===== config.mk =====
export PLATFORM = sky130hd
export DESIGN_NAME = div_unit_flat
export DESIGN_NICKNAME = d
export VERILOG_FILES = /design/src/rtl/div_if.sv /design/src/rtl/div_unit.sv /design/src/flat_wrapper.sv
export SDC_FILE = /design/constraint.sdc
export NUM_CORES = 1
export LEC_CHECK = 0
export ABC_AREA = 1
export CORE_UTILIZATION = 55
export DETAILED_ROUTE_END_ITERATION = 7
export HOLD_SLACK_MARGIN = 0.15
export PLACE_DENSITY = 0.78
export SLEW_MARGIN = 20
export SYNTH_ARGS = -nofsm -noshare
export SYNTH_HDL_FRONTEND = slang
export SYNTH_SLANG_ARGS = --single-unit

===== constraint.sdc =====
create_clock -name clk -period 10.73 [get_ports clk]
set_input_delay 2.146 -clock clk [delete_from_list [all_inputs] [get_ports clk]]
set_output_delay 2.146 -clock clk [all_outputs]
set_load 0.005 [all_outputs]

===== src/rtl/div_if.sv =====
// Start/busy/done handshake bundle between the issue stage, the divider and writeback.
// The master side issues operations; the slave side (div_unit) returns result and rd_out.
interface div_if #(
  parameter int XLEN = 32
);
  logic            start;
  logic [2:0]      funct3;
  logic [XLEN-1:0] rs1_val;
  logic [XLEN-1:0] rs2_val;
  logic [4:0]      rd_addr;
  logic            busy;
  logic            done;
  logic [XLEN-1:0] result;
  logic [4:0]      rd_out;

  modport master (
    output start, funct3, rs1_val, rs2_val, rd_addr,
    input  busy, done, result, rd_out
  );

  modport slave (
    input  start, funct3, rs1_val, rs2_val, rd_addr,
    output busy, done, result, rd_out
  );
endinterface


===== src/rtl/div_unit.sv =====
// Iterative restoring divider for RV32M DIV/DIVU/REM/REMU, one quotient bit per cycle.
// Optional DIV_EARLY_OUT_EN: divide-by-zero and signed overflow skip RUN and finish in one cycle.
module div_unit (
  input  logic  clk,
  input  logic  rst,
  div_if.slave  bus
);
  localparam int          XLEN       = 32;
  localparam logic [5:0]  COUNT_INIT = 6'(XLEN);
  localparam logic [XLEN-1:0] INT_MIN = {1'b1, {(XLEN-1){1'b0}}};

  typedef enum logic [1:0] {IDLE, RUN, FINISH} state_t;

  state_t          state, state_nxt;
  logic [5:0]      count;
  logic [XLEN-1:0] dvsr, quo, rem, result_q;
  logic [4:0]      rd_lat, rd_q;
  logic            is_rem, q_neg, r_neg, div_zero, ovf;

  // Decode of the operands presented with start
  logic            in_signed, in_div_zero, in_ovf, early;
  logic [XLEN-1:0] abs_a, abs_b, early_val;
  logic            unused_funct3;

  assign unused_funct3 = bus.funct3[2];
  assign in_signed     = ~bus.funct3[0];
  assign in_div_zero   = (bus.rs2_val == '0);
  assign in_ovf        = in_signed && (bus.rs1_val == INT_MIN) && (bus.rs2_val == '1);
  assign abs_a = (in_signed && bus.rs1_val[XLEN-1]) ? -bus.rs1_val : bus.rs1_val;
  assign abs_b = (in_signed && bus.rs2_val[XLEN-1]) ? -bus.rs2_val : bus.rs2_val;

`ifdef DIV_EARLY_OUT_EN
  assign early = in_div_zero | in_ovf;
`else
  assign early = 1'b0;
`endif

  always_comb begin
    if (bus.funct3[1]) early_val = in_div_zero ? bus.rs1_val : '0;
    else               early_val = in_div_zero ? '1 : INT_MIN;
  end

  // The shifted partial remainder is XLEN+1 bits so a failed trial shows up as the top (borrow) bit.
  logic [XLEN:0]   rem_sh, diff;
  logic [XLEN-1:0] rem_step, quo_step, q_fix, r_fix, fin_val;

  // NOTE: every always_comb output gets a default before any branch, so no latch can be inferred.
  always_comb begin
    rem_sh   = {rem, quo[XLEN-1]};
    diff     = rem_sh - {1'b0, dvsr};
    rem_step = diff[XLEN] ? rem_sh[XLEN-1:0] : diff[XLEN-1:0];
    quo_step = {quo[XLEN-2:0], ~diff[XLEN]};
    q_fix    = q_neg ? -quo_step : quo_step;
    r_fix    = r_neg ? -rem_step : rem_step;
    if (div_zero) q_fix = '1;
    if (ovf) begin
      q_fix = INT_MIN;
      r_fix = '0;
    end
    fin_val = is_rem ? r_fix : q_fix;
  end

  always_comb begin
    state_nxt = state;
    bus.busy  = (state != IDLE);
    bus.done  = (state == FINISH);
    unique case (state)
      IDLE:    if (bus.start) state_nxt = early ? FINISH : RUN;
      RUN:     if (count == 6'd1) state_nxt = FINISH;
      FINISH:  state_nxt = IDLE;
      default: state_nxt = IDLE;
    endcase
  end

  // NOTE: all sequential state uses non-blocking assignments so every register sees pre-edge values.
  always_ff @(posedge clk) begin
    if (rst) state <= IDLE;
    else     state <= state_nxt;
  end

  always_ff @(posedge clk) begin
    if (rst) begin
      count    <= '0;
      dvsr     <= '0;
      quo      <= '0;
      rem      <= '0;
      result_q <= '0;
      rd_lat   <= '0;
      rd_q     <= '0;
      is_rem   <= 1'b0;
      q_neg    <= 1'b0;
      r_neg    <= 1'b0;
      div_zero <= 1'b0;
      ovf      <= 1'b0;
    end else begin
      unique case (state)
        IDLE: if (bus.start) begin
          is_rem   <= bus.funct3[1];
          rd_lat   <= bus.rd_addr;
          dvsr     <= abs_b;
          quo      <= abs_a;
          rem      <= '0;
          count    <= COUNT_INIT;
          q_neg    <= in_signed & (bus.rs1_val[XLEN-1] ^ bus.rs2_val[XLEN-1]);
          r_neg    <= in_signed & bus.rs1_val[XLEN-1];
          div_zero <= in_div_zero;
          ovf      <= in_ovf;
          if (early) begin
            result_q <= early_val;
            rd_q     <= bus.rd_addr;
          end
        end
        RUN: begin
          rem   <= rem_step;
          quo   <= quo_step;
          count <= count - 6'd1;
          // Final iteration: latch the sign-corrected answer as FINISH is entered
          if (count == 6'd1) begin
            result_q <= fin_val;
            rd_q     <= rd_lat;
          end
        end
        default: ;
      endcase
    end
  end

  assign bus.result = result_q;
  assign bus.rd_out = rd_q;
endmodule

===== src/flat_wrapper.sv =====
// flat-port wrapper written by rule: the top's interface ports become plain ports
module div_unit_flat 
  (clk, rst, bus_start, bus_funct3, bus_rs1_val, bus_rs2_val, bus_rd_addr, bus_busy, bus_done, bus_result, bus_rd_out);
  div_if bus_i ();
  input  logic clk;
  input  logic rst;
  input wire logic [$bits(bus_i.start)-1:0] bus_start;
  input wire logic [$bits(bus_i.funct3)-1:0] bus_funct3;
  input wire logic [$bits(bus_i.rs1_val)-1:0] bus_rs1_val;
  input wire logic [$bits(bus_i.rs2_val)-1:0] bus_rs2_val;
  input wire logic [$bits(bus_i.rd_addr)-1:0] bus_rd_addr;
  output wire logic [$bits(bus_i.busy)-1:0] bus_busy;
  output wire logic [$bits(bus_i.done)-1:0] bus_done;
  output wire logic [$bits(bus_i.result)-1:0] bus_result;
  output wire logic [$bits(bus_i.rd_out)-1:0] bus_rd_out;
  assign bus_i.start = bus_start;
  assign bus_i.funct3 = bus_funct3;
  assign bus_i.rs1_val = bus_rs1_val;
  assign bus_i.rs2_val = bus_rs2_val;
  assign bus_i.rd_addr = bus_rd_addr;
  assign bus_busy = bus_i.busy;
  assign bus_done = bus_i.done;
  assign bus_result = bus_i.result;
  assign bus_rd_out = bus_i.rd_out;
  div_unit u_core (.clk(clk), .rst(rst), .bus(bus_i));
endmodule

After elaboration in Yosys (flattened, before gate mapping)
Cells that the tools add are included.

$add $sub $neg: 6. Eq/ne operators: 7. Mux-type cells: 18. Bitwise logic cells: 5. Reductions and logical operators: 12.

Operators with widths (count): 2-to-1 mux 32 bit (11); negation 32 bit (4); case mux 32 bit (2 select lines) (2); equality test 32 bit, second input constant (2); subtractor 33 x 32 -> 33 bit (1); logical NOT 32 bit (1); case mux 6 bit (2 select lines) (1); AND reduction 2 bit (4); equality test 6 x 1 -> 1 bit, second input constant (1); 2-to-1 mux 6 bit (1); subtractor 6 x 1 -> 6 bit, second input constant (1); logical AND 1 bit (4); 2-to-1 mux 2 bit (2); case mux 2 bit (2 select lines) (1); nonzero test 2 bit (2); bitwise AND 1 bit (2); equality test 2 x 1 -> 1 bit, second input constant (1); equality test 2 bit, second input constant (1); logical NOT 2 bit (1); inequality test 2 x 1 -> 1 bit, second input constant (1); inequality test 2 bit, second input constant (1); NOT 1 bit (2); XOR 1 bit (1).

Bits in registers: 151. Output and inout port bits: 39. Logic and storage cells: 61.

Longest topological paths before layout
Gate-level depths: netlist of run 1.

Depth in word-level cells: 7. Depth in mapped cells: 32. Depth with buffers taken out: 31.

Worst setup path after synthesis of run 1
OpenSTA, ideal clock, no wires.

Path type: input to register. From: input port bus_rs1_val[0]. To: register u_core.quo[29]. Setup time: 0.132 ns. Arrival time: 4.160 ns. Data required time: 10.598 ns. Slack: 6.438 ns. Stages on the path: 16. Path through: nor3_1 -> nand3_1 -> nor3_1 -> nand3_1 -> nor3_1 -> nand2_1 -> nor2_1 -> nand2_1 -> nor2_1 -> nand2_1 -> nor2_1 -> nand3b_1 -> nand2_1 -> nand2_1 -> nand3_1 -> a31oi_1.

Word-level cells in the longest chain between the ends: 4.

Ends and longest elaborated chain: start, declared (RTL line flat_wrapper.sv:9) `input wire logic [$bits(bus_i.rs1_val)-1:0] bus_rs1_val;`; negation 32 bit (RTL line div_unit.sv:29) `assign abs_a = (in_signed && bus.rs1_val[XLEN-1]) ? -bus.rs1_val : bus.rs1_val;`; 2-to-1 mux 32 bit (RTL line div_unit.sv:29); 2-to-1 mux 32 bit (RTL line div_unit.sv:97) `IDLE: if (bus.start) begin`; case mux 32 bit (2 select lines) (RTL line div_unit.sv:96) `unique case (state)`; end signal, assigned (RTL line div_unit.sv:101) `quo <= abs_a;`; end signal, assigned (RTL line div_unit.sv:115) `quo <= quo_step;`; end, declared (RTL line div_unit.sv:16) `logic [XLEN-1:0] dvsr, quo, rem, result_q;`.

Every way passes these cells. The select of a mux whose other input is x is not followed. A chain may end at the register's enable or synchronous reset.

Final worst setup path of run 1
From: register u_core.quo[31]. To: register u_core.result_q[28], in the netlist u_core.bus.result[28].

Word-level cells in the longest chain between the ends: 7. Elaborated cells between the ends (all ways): 11. Classes of those cells: add/sub: 3; mux: 7; bitwise: 1.

Ends and longest elaborated chain: subtractor 33 x 32 -> 33 bit (RTL line div_unit.sv:50) `diff = rem_sh - {1'b0, dvsr};`; NOT 1 bit (RTL line div_unit.sv:52) `quo_step = {quo[XLEN-2:0], ~diff[XLEN]};`; negation 32 bit (RTL line div_unit.sv:53) `q_fix = q_neg ? -quo_step : quo_step;`; 2-to-1 mux 32 bit (RTL line div_unit.sv:53); 2-to-1 mux 32 bit (RTL line div_unit.sv:55) `if (div_zero) q_fix = '1;`; 2-to-1 mux 32 bit (RTL line div_unit.sv:56) `if (ovf) begin`; 2-to-1 mux 32 bit * (RTL line div_unit.sv:60) `fin_val = is_rem ? r_fix : q_fix;`; end signal, assigned (RTL line div_unit.sv:109) `result_q <= early_val;`; end signal, assigned (RTL line div_unit.sv:119) `result_q <= fin_val;`; end, declared (RTL line div_unit.sv:16).

Mark *: on every way between the ends. The rest lies on a longest branch, timed or not.

==> results.md, run 1 <==
* Outcome: finished clean
* Post-route DRC at 0
* Final Hold Fails at 0
* P per Cell Area at 203.8 nW/um^2
* GRT Util Overall at 0.3542
* Placed cell count at 2415
* Layout Nets at 2274
* CP max FO at 37
* Starting Density at 0.5674
* Cell mode on critical path: nand2_1
* Number of synthesized register bits at 151
* Initial antenna violation count at 0
* Min-Delay Path Class: flip-flop to flip-flop
* Cell variety after synth at 50
* Post-Synthesis Cell Area at 12080 um^2
* EDFF count, synth at 0
* Die Wd at 150.2 um
* Core Rows at 53
* Cts hold-fix bufs at 0
* Final Slew Violations at 0
* Core Box Area at 21290 um^2
* Detail Route Antenna Nets at 0
* Layout Area Growth over Synthesis at 14.90%
* Die height at 150.2 um
* First-pass GRT wire length at 62090 um
* Clk_lat worst skew at 430 ps
* CP required at 11090 ps
* Die Area at 22560 um^2
* CTS Sinks at 151
* Max Buffers Root-to-Sink at 2
* # IOs at 114
* Unrepaired setup endpoints after global routing: false
* H-tree Lvls at 4
* Placer's final routability congestion estimate at 0.9798
* Rel. slew slack at 0.3829
* Post CTS Setup Buffer Count at 0
* Crit share post-route at 0.4997
* Root Buffer: clkbuf_16
* CTS tree: yes
* Worst Path Arrival at 5720 ps
* Largest net degree at the start of global routing at 86
* Number of I/O port buffers at 112
* Crit-path max cell delay at 420 ps
* Critical path capture point type: flip-flop
* CTS Buf Count at 17
* Post-synthesis sequential area ratio at 0.2503
* Tmin final at 5362 ps
* Peak supply drop at 132.0 uV
* Mapped Cells at 2095
* Achievable Freq at 186.5 MHz
* FFs w/ async S/R, synth at 0
* Drt initial violations at 1214
* HPWL after DPL at 30150 um
* First-pass detailed-route iteration total at 6
* Synth Area per Inst at 5.765 um^2
* GRT overflow at 0
* Vias in the first global route at 12170
* Fin cells at 2447
* Ant. Diodes at 0
* Worst clock skew at 11.48 ps
* Max-capacitance violation count at 0
* CTS resizes at 0
* TNS Setup at 0 ps
* Syn nets at 2210
* Avg WL per Cell at 16.00 um
* Vias at 13630
* Clock transition at path regs at 70 ps
* Crit Path Category: flip-flop to flip-flop
* Worst Setup Start Kind: flip-flop
* CP max stage cell: nor3b_1
* Detailed Route WL at 39160 um
* YS warnings at 0
* Final Setup Violations at 0
* Drt via density at 5.571
* Lkg Pwr at 6.443 nW
* Share of cells above drive strength 1 at 0.03545
* Most frequently used flop master after synthesis: dfxtp_1
* Slew @ Worst Pin at 924.3 ps
-- worst max-delay path, delay by kind of cell, from the launching register on --
kind,cells,cell delay [ps]
compound gates,4,720
fa+ha+maj,3,940
simple gates,19,3050
buf+inv,2,220
flops,1,340
-- kinds of logic after synthesis --
| logic type | after synthesis | share of synthesized area |
|---|---|---|
| and+or+nand+nor | 1135 | 0.3916 |
| DFF | 151 | 0.2503 |
| adders and majority gates | 40 | 0.04206 |
| xor gates and xnor gates | 47 | 0.03408 |
| AOI/OAI and AO/OA | 372 | 0.1710 |
| buffers and inverters | 350 | 0.1109 |
-- area by class of cell --
cell class              count  area [um^2]
clock buffers              20        446.7
clock inverters            12        120.1
fillers                  2082         7410
inverters                 273         1025
multi-input cells        1594         7725
flip-flops and latches    151         3023
well taps                 275        344.1
repair buffers            122         1194
-- worst paths after layout --
kind	from	depth (start not counted)	endpoint	slack (ps)
min reg2reg	u_core.bus.result[6]	2	u_core.bus.result[6]	460
max reg2reg	u_core.quo[31]	28	u_core.bus.result[28]	5370
max	u_core.quo[31]	28	u_core.bus.result[28]	5370
min	u_core.bus.result[6]	2	u_core.bus.result[6]	460
-- per-layer routing --
layer / GRT usage / part of all wire / up-vias / wire, um
met5: 0 / 0 / - / 0
li1: - / - / 6897 / -
met3: 0.05848 / 0.082 / 78 / 3216
met1: 0.4918 / 0.46 / 6117 / 17960
met2: 0.5586 / 0.43 / 540 / 17020
met4: 0.1086 / 0.025 / 0 / 968
-- per-stage QoR --
stage	total power, mW	setup slack, ps	hold WS [ps]	area [um^2]	utilization
after global routing	3.061	4825	487.7	13880	0.6519
after CTS	2.802	5458	464.6	13880	0.6519
after floorplan	1.818	6438	440.9	12080	-
after detailed placement	2.209	5392	454.5	13310	0.6253
final	2.828	5368	462.3	13880	0.6519
after global placement	2.187	5446	449.7	13310	0.6252
-- synth_stat cells (all sizes together), types with 2 or more instances --
cell | count | area, um^2
a211oi | 2 | 15.01
a21boi | 3 | 22.52
a21oi | 167 | 839.6
a22oi | 2 | 15.01
a31oi | 32 | 200.2
and2 | 2 | 12.51
buf | 21 | 105.1
clkbuf | 56 | 210.2
dfxtp | 151 | 3023
ha | 39 | 488.0
inv | 272 | 1021
nand2 | 679 | 2576
nand3 | 127 | 650.6
nand3b | 15 | 112.6
nand4 | 29 | 181.4
nor2 | 218 | 825.8
nor3 | 37 | 185.2
nor3b | 3 | 27.52
nor4 | 13 | 81.33
o211ai | 11 | 82.58
o21ai | 124 | 635.6
o21bai | 9 | 67.56
o221ai | 13 | 113.9
o31ai | 2 | 15.01
o41ai | 2 | 17.52
or2 | 10 | 62.56
xnor2 | 24 | 210.2
xor2 | 23 | 201.4
-- cells in the final DEF, fill, tap and decap left out, types with 11 or more instances in the layout --
cell and n:
a21oi_1 166, a31oi_1 32, buf_4 11, clkbuf_16 17, clkdlybuf4s50_1 111, dfxtp_1 151, ha_1 39, inv_1 264
nand2_1 672, nand3_1 124, nand3b_1 15, nand4_1 29, nor2_1 215, nor3_1 37, nor4_1 13, o211ai_1 11
o21ai_0 106, o21ai_1 14, o221ai_1 13, xnor2_1 24, xor2_1 23
-- where the power goes --
group / switching (mW) / internal (mW)
combinational: 1.09 / 0.491
clock: 0.262 / 0.329
sequential: 0.0503 / 0.604
total: 1.40 / 1.43
-- state kept, by name (all words and copies together), names as in the netlist --
| name | flops |
|---|---|
| u_core.bus.result | 32 |
| u_core.rd_lat | 5 |
| u_core.is_rem | 1 |
| u_core.count | 6 |
| u_core.div_zero | 1 |
| u_core.bus.rd_out | 5 |
| u_core.quo | 32 |
| u_core.ovf | 1 |
| u_core.r_neg | 1 |
| u_core.state | 2 |
| u_core.dvsr | 32 |
| u_core.q_neg | 1 |
| u_core.rem | 32 |
(Power assumes the default switching activity.)
==> run 2, diff against run 1 <==
==> constraint.sdc (replaced) <==
create_clock -name clk -period 5.45 [get_ports clk]
set_input_delay 1.09 -clock clk [delete_from_list [all_inputs] [get_ports clk]]
set_output_delay 1.09 -clock clk [all_outputs]
set_load 0.005 [all_outputs]
==> results.md, run 2 (synthesis gave the netlist of run 1 again) <==
* CP max stage cell: fa_1
* Initial antenna violation count at 0 (unchanged)
* CTS resizes at 0 (unchanged)
* Die height at 150.2 um (unchanged)
* HPWL after DPL at 30720 um (+1.9%)
* P per Cell Area at 404.3 nW/um^2 (+98%)
* Final Setup Violations at 0 (unchanged)
* Worst Path Arrival at 5170 ps (-550 ps)
* Crit-path max cell delay at 420 ps (about the same)
* Worst clock skew at 13.41 ps (+1.928 ps)
* CP required at 5810 ps (-5280 ps)
* Die Area at 22560 um^2 (unchanged)
* Final instance area at 13910 um^2 (+0.22%)
* GRT Util Overall at 0.3536 (-0.0006499)
* Min-Delay Path Class: flip-flop to flip-flop
* Core Box Area at 21290 um^2 (unchanged)
* Layout Area Growth over Synthesis at 15.16%
* Detailed Route WL at 39350 um (+0.49%)
* Post CTS Setup Buffer Count at 0 (unchanged)
* GRT overflow at 0 (unchanged)
* Root Buffer: clkbuf_16
* First-pass detailed-route iteration total at 8 (+2)
* Cell mode on critical path: nand2_1
* Starting Density at 0.5674 (unchanged)
* Cts hold-fix bufs at 0 (unchanged)
* Final Util at 0.6534 (+0.001470)
* Crit share post-route at 0.8829 (+0.3831)
* Largest net degree at the start of global routing at 86 (unchanged)
* Core Rows at 53 (unchanged)
* Slew @ Worst Pin at 1074 ps (+149.5 ps)
* Avg WL per Cell at 16.06 um (+0.37%)
* Vias at 13700 (+0.46%)
* Fill count at 2071 (-0.53%)
* Layout Nets at 2277 (+0.13%)
* # IOs at 114 (unchanged)
* Placed cell count at 2418 (+0.12%)
* Min-delay src: u_core.bus.result[2]
* CTS tree: yes
* CTS Sinks at 151 (unchanged)
* Worst hold endpoint: u_core.bus.result[2]
* Peak supply drop at 280.6 uV (+110%)
* First-pass GRT wire length at 61760 um (-0.53%)
* Final Hold Fails at 0 (unchanged)
* R2r setup slk at 640 ps (-4730 ps)
* Clock transition at path regs at 70 ps (about the same)
* Unrepaired setup endpoints after global routing: false
* Placer's final routability congestion estimate at 0.9554 (-2.5%)
* Post-route DRC at 1 (+1)
* Max-capacitance violation count at 0 (unchanged)
* Max Buffers Root-to-Sink at 2 (unchanged)
* Drt via density at 5.590 (+0.34%)
* Critical path capture point type: flip-flop
* Leading cell types in the layout, fill and taps excluded: 672 x nand2_1, 264 x inv_1, 216 x nor2_1
* Die Wd at 150.2 um (unchanged)
* Reg2reg end: u_core.bus.result[28]
* Rel. slew slack at 0.2797 (-0.1032)
* R2R Path Start: u_core.quo[31]
* Drt initial violations at 1366 (+13%)
* Tmin final at 4812 ps (-550.5 ps)
* TNS Setup at 0 ps (unchanged)
* Worst reg-to-reg path cell count at 28 (unchanged)
* Fin cells at 2450 (+0.12%)
* CP max FO at 6 (-84%)
* Number of I/O port buffers at 112 (unchanged)
* Hold path depth at 2 (unchanged)
* Lkg Pwr at 6.477 nW (+0.53%)
* Outcome: finished, violations left
* CTS Buf Count at 17 (unchanged)
* Detail Route Antenna Nets at 0 (unchanged)
* Most common cell after layout, fill and taps aside: nand2_1
* Crit Path Category: flip-flop to flip-flop
* Share of cells above drive strength 1 at 0.03632 (+0.0008706)
* Ant. Diodes at 0 (unchanged)
* Failing checks: design-rule violations
* DP Area at 13330 um^2 (+0.15%)
* Clk_lat worst skew at 430 ps (about the same)
* Vias in the first global route at 11910 (-2.1%)
* Final Slew Violations at 0 (unchanged)
* Overall Power at 5.623 mW (+99%)
* Worst Setup Start Kind: flip-flop
* H-tree Lvls at 4 (unchanged)
* Achievable Freq at 207.8 MHz (+11%)
[run 2: changes by cell type in the layout (fill, tap and decap cells not counted)]
cell,change
inv_8,+2
clkinv_2,+1
clkbuf_1,-1
nor2_1,+1
nor2_2,-1
inv_6,+3
clkinv_4,-1
clkinvlp_4,-4
buf_4,+3
clkinv_1,+1
inv_2,-1
[run 2: power by group]
group / internal [mW] / leakage, nW / total, mW / switching (mW)
clock network: 0.658 / 0.289 / 1.19 / 0.530
logic: 0.976 / 4.95 / 3.15 / 2.17
registers: 1.19 / 1.23 / 1.29 / 0.0995
[run 2: stage by stage]
stage | hold slack (ps) | setup slack [ps]
CTS | 464.6 | 679.1
finish | 463.3 | 638.3
floorplan | 440.9 | 1252
global route | 483.8 | 122.8
detailed placement | 454.4 | 702.0
global placement | 450.9 | 830.7
[run 2: layer usage]
layer / GRT usage / share of wire / routed length (um) / vias up
met5: 0 / 0 / 0 / -
met4: 0.1010 / 0.020 / 805 / 0
met3: 0.05121 / 0.088 / 3444 / 60
met2: 0.5512 / 0.44 / 17250 / 560
met1: 0.5032 / 0.45 / 17850 / 6174
li1: - / - / - / 6901
[run 2: final cells by class]
| cell class | count | area (um^2) | share of cell area |
|---|---|---|---|
| Sequential cell | 151 | 3023 | 0.2173 |
| Timing Repair Buffer | 125 | 1216 | 0.08744 |
| Multi-Input combinational cell | 1594 | 7722 | 0.5552 |
| Clock inverter | 13 | 135.1 | 0.009716 |
| Inverter | 273 | 1025 | 0.07368 |
| Clock buffer | 19 | 442.9 | 0.03185 |
| Tap cell | 275 | 344.1 | 0.02474 |
[run 2: worst max-delay path: cells and delay by family (launching register included)]
kind | cells | cell delay (ps)
AOI/OAI and AO/OA | 4 | 650
adders and majority gates | 3 | 870
buffers and inverters | 2 | 200
DFF | 1 | 340
and+or+nand+nor | 19 | 2690
[run 2: worst max path at each step]
stage                             to           start  cells past startpoint
2_1_floorplan  u_core.bus.result[28]  u_core.quo[31]                     29
3_3_place_gp   u_core.bus.result[28]  u_core.quo[31]                     28
3_5_place_dp   u_core.bus.result[28]  u_core.quo[31]                     28
4_1_cts        u_core.bus.result[28]  u_core.quo[31]                     28
5_1_grt        u_core.bus.result[28]  u_core.quo[31]                     28
6_report       u_core.bus.result[28]  u_core.quo[31]                     28
==> run 3, diff against run 2 <==
--- a/config.mk
+++ b/config.mk
@@ -8,8 +8,10 @@
 export ABC_AREA = 1
 export CORE_UTILIZATION = 55
 export DETAILED_ROUTE_END_ITERATION = 7
+export GPL_ROUTABILITY_DRIVEN = 1
 export HOLD_SLACK_MARGIN = 0.15
 export PLACE_DENSITY = 0.78
+export SETUP_SLACK_MARGIN = 0.02
 export SLEW_MARGIN = 20
 export SYNTH_ARGS = -nofsm -noshare
 export SYNTH_HDL_FRONTEND = slang
==> results of run 3 <==
Same layout as run 2: the final DEF is identical, and so are final timing and power.
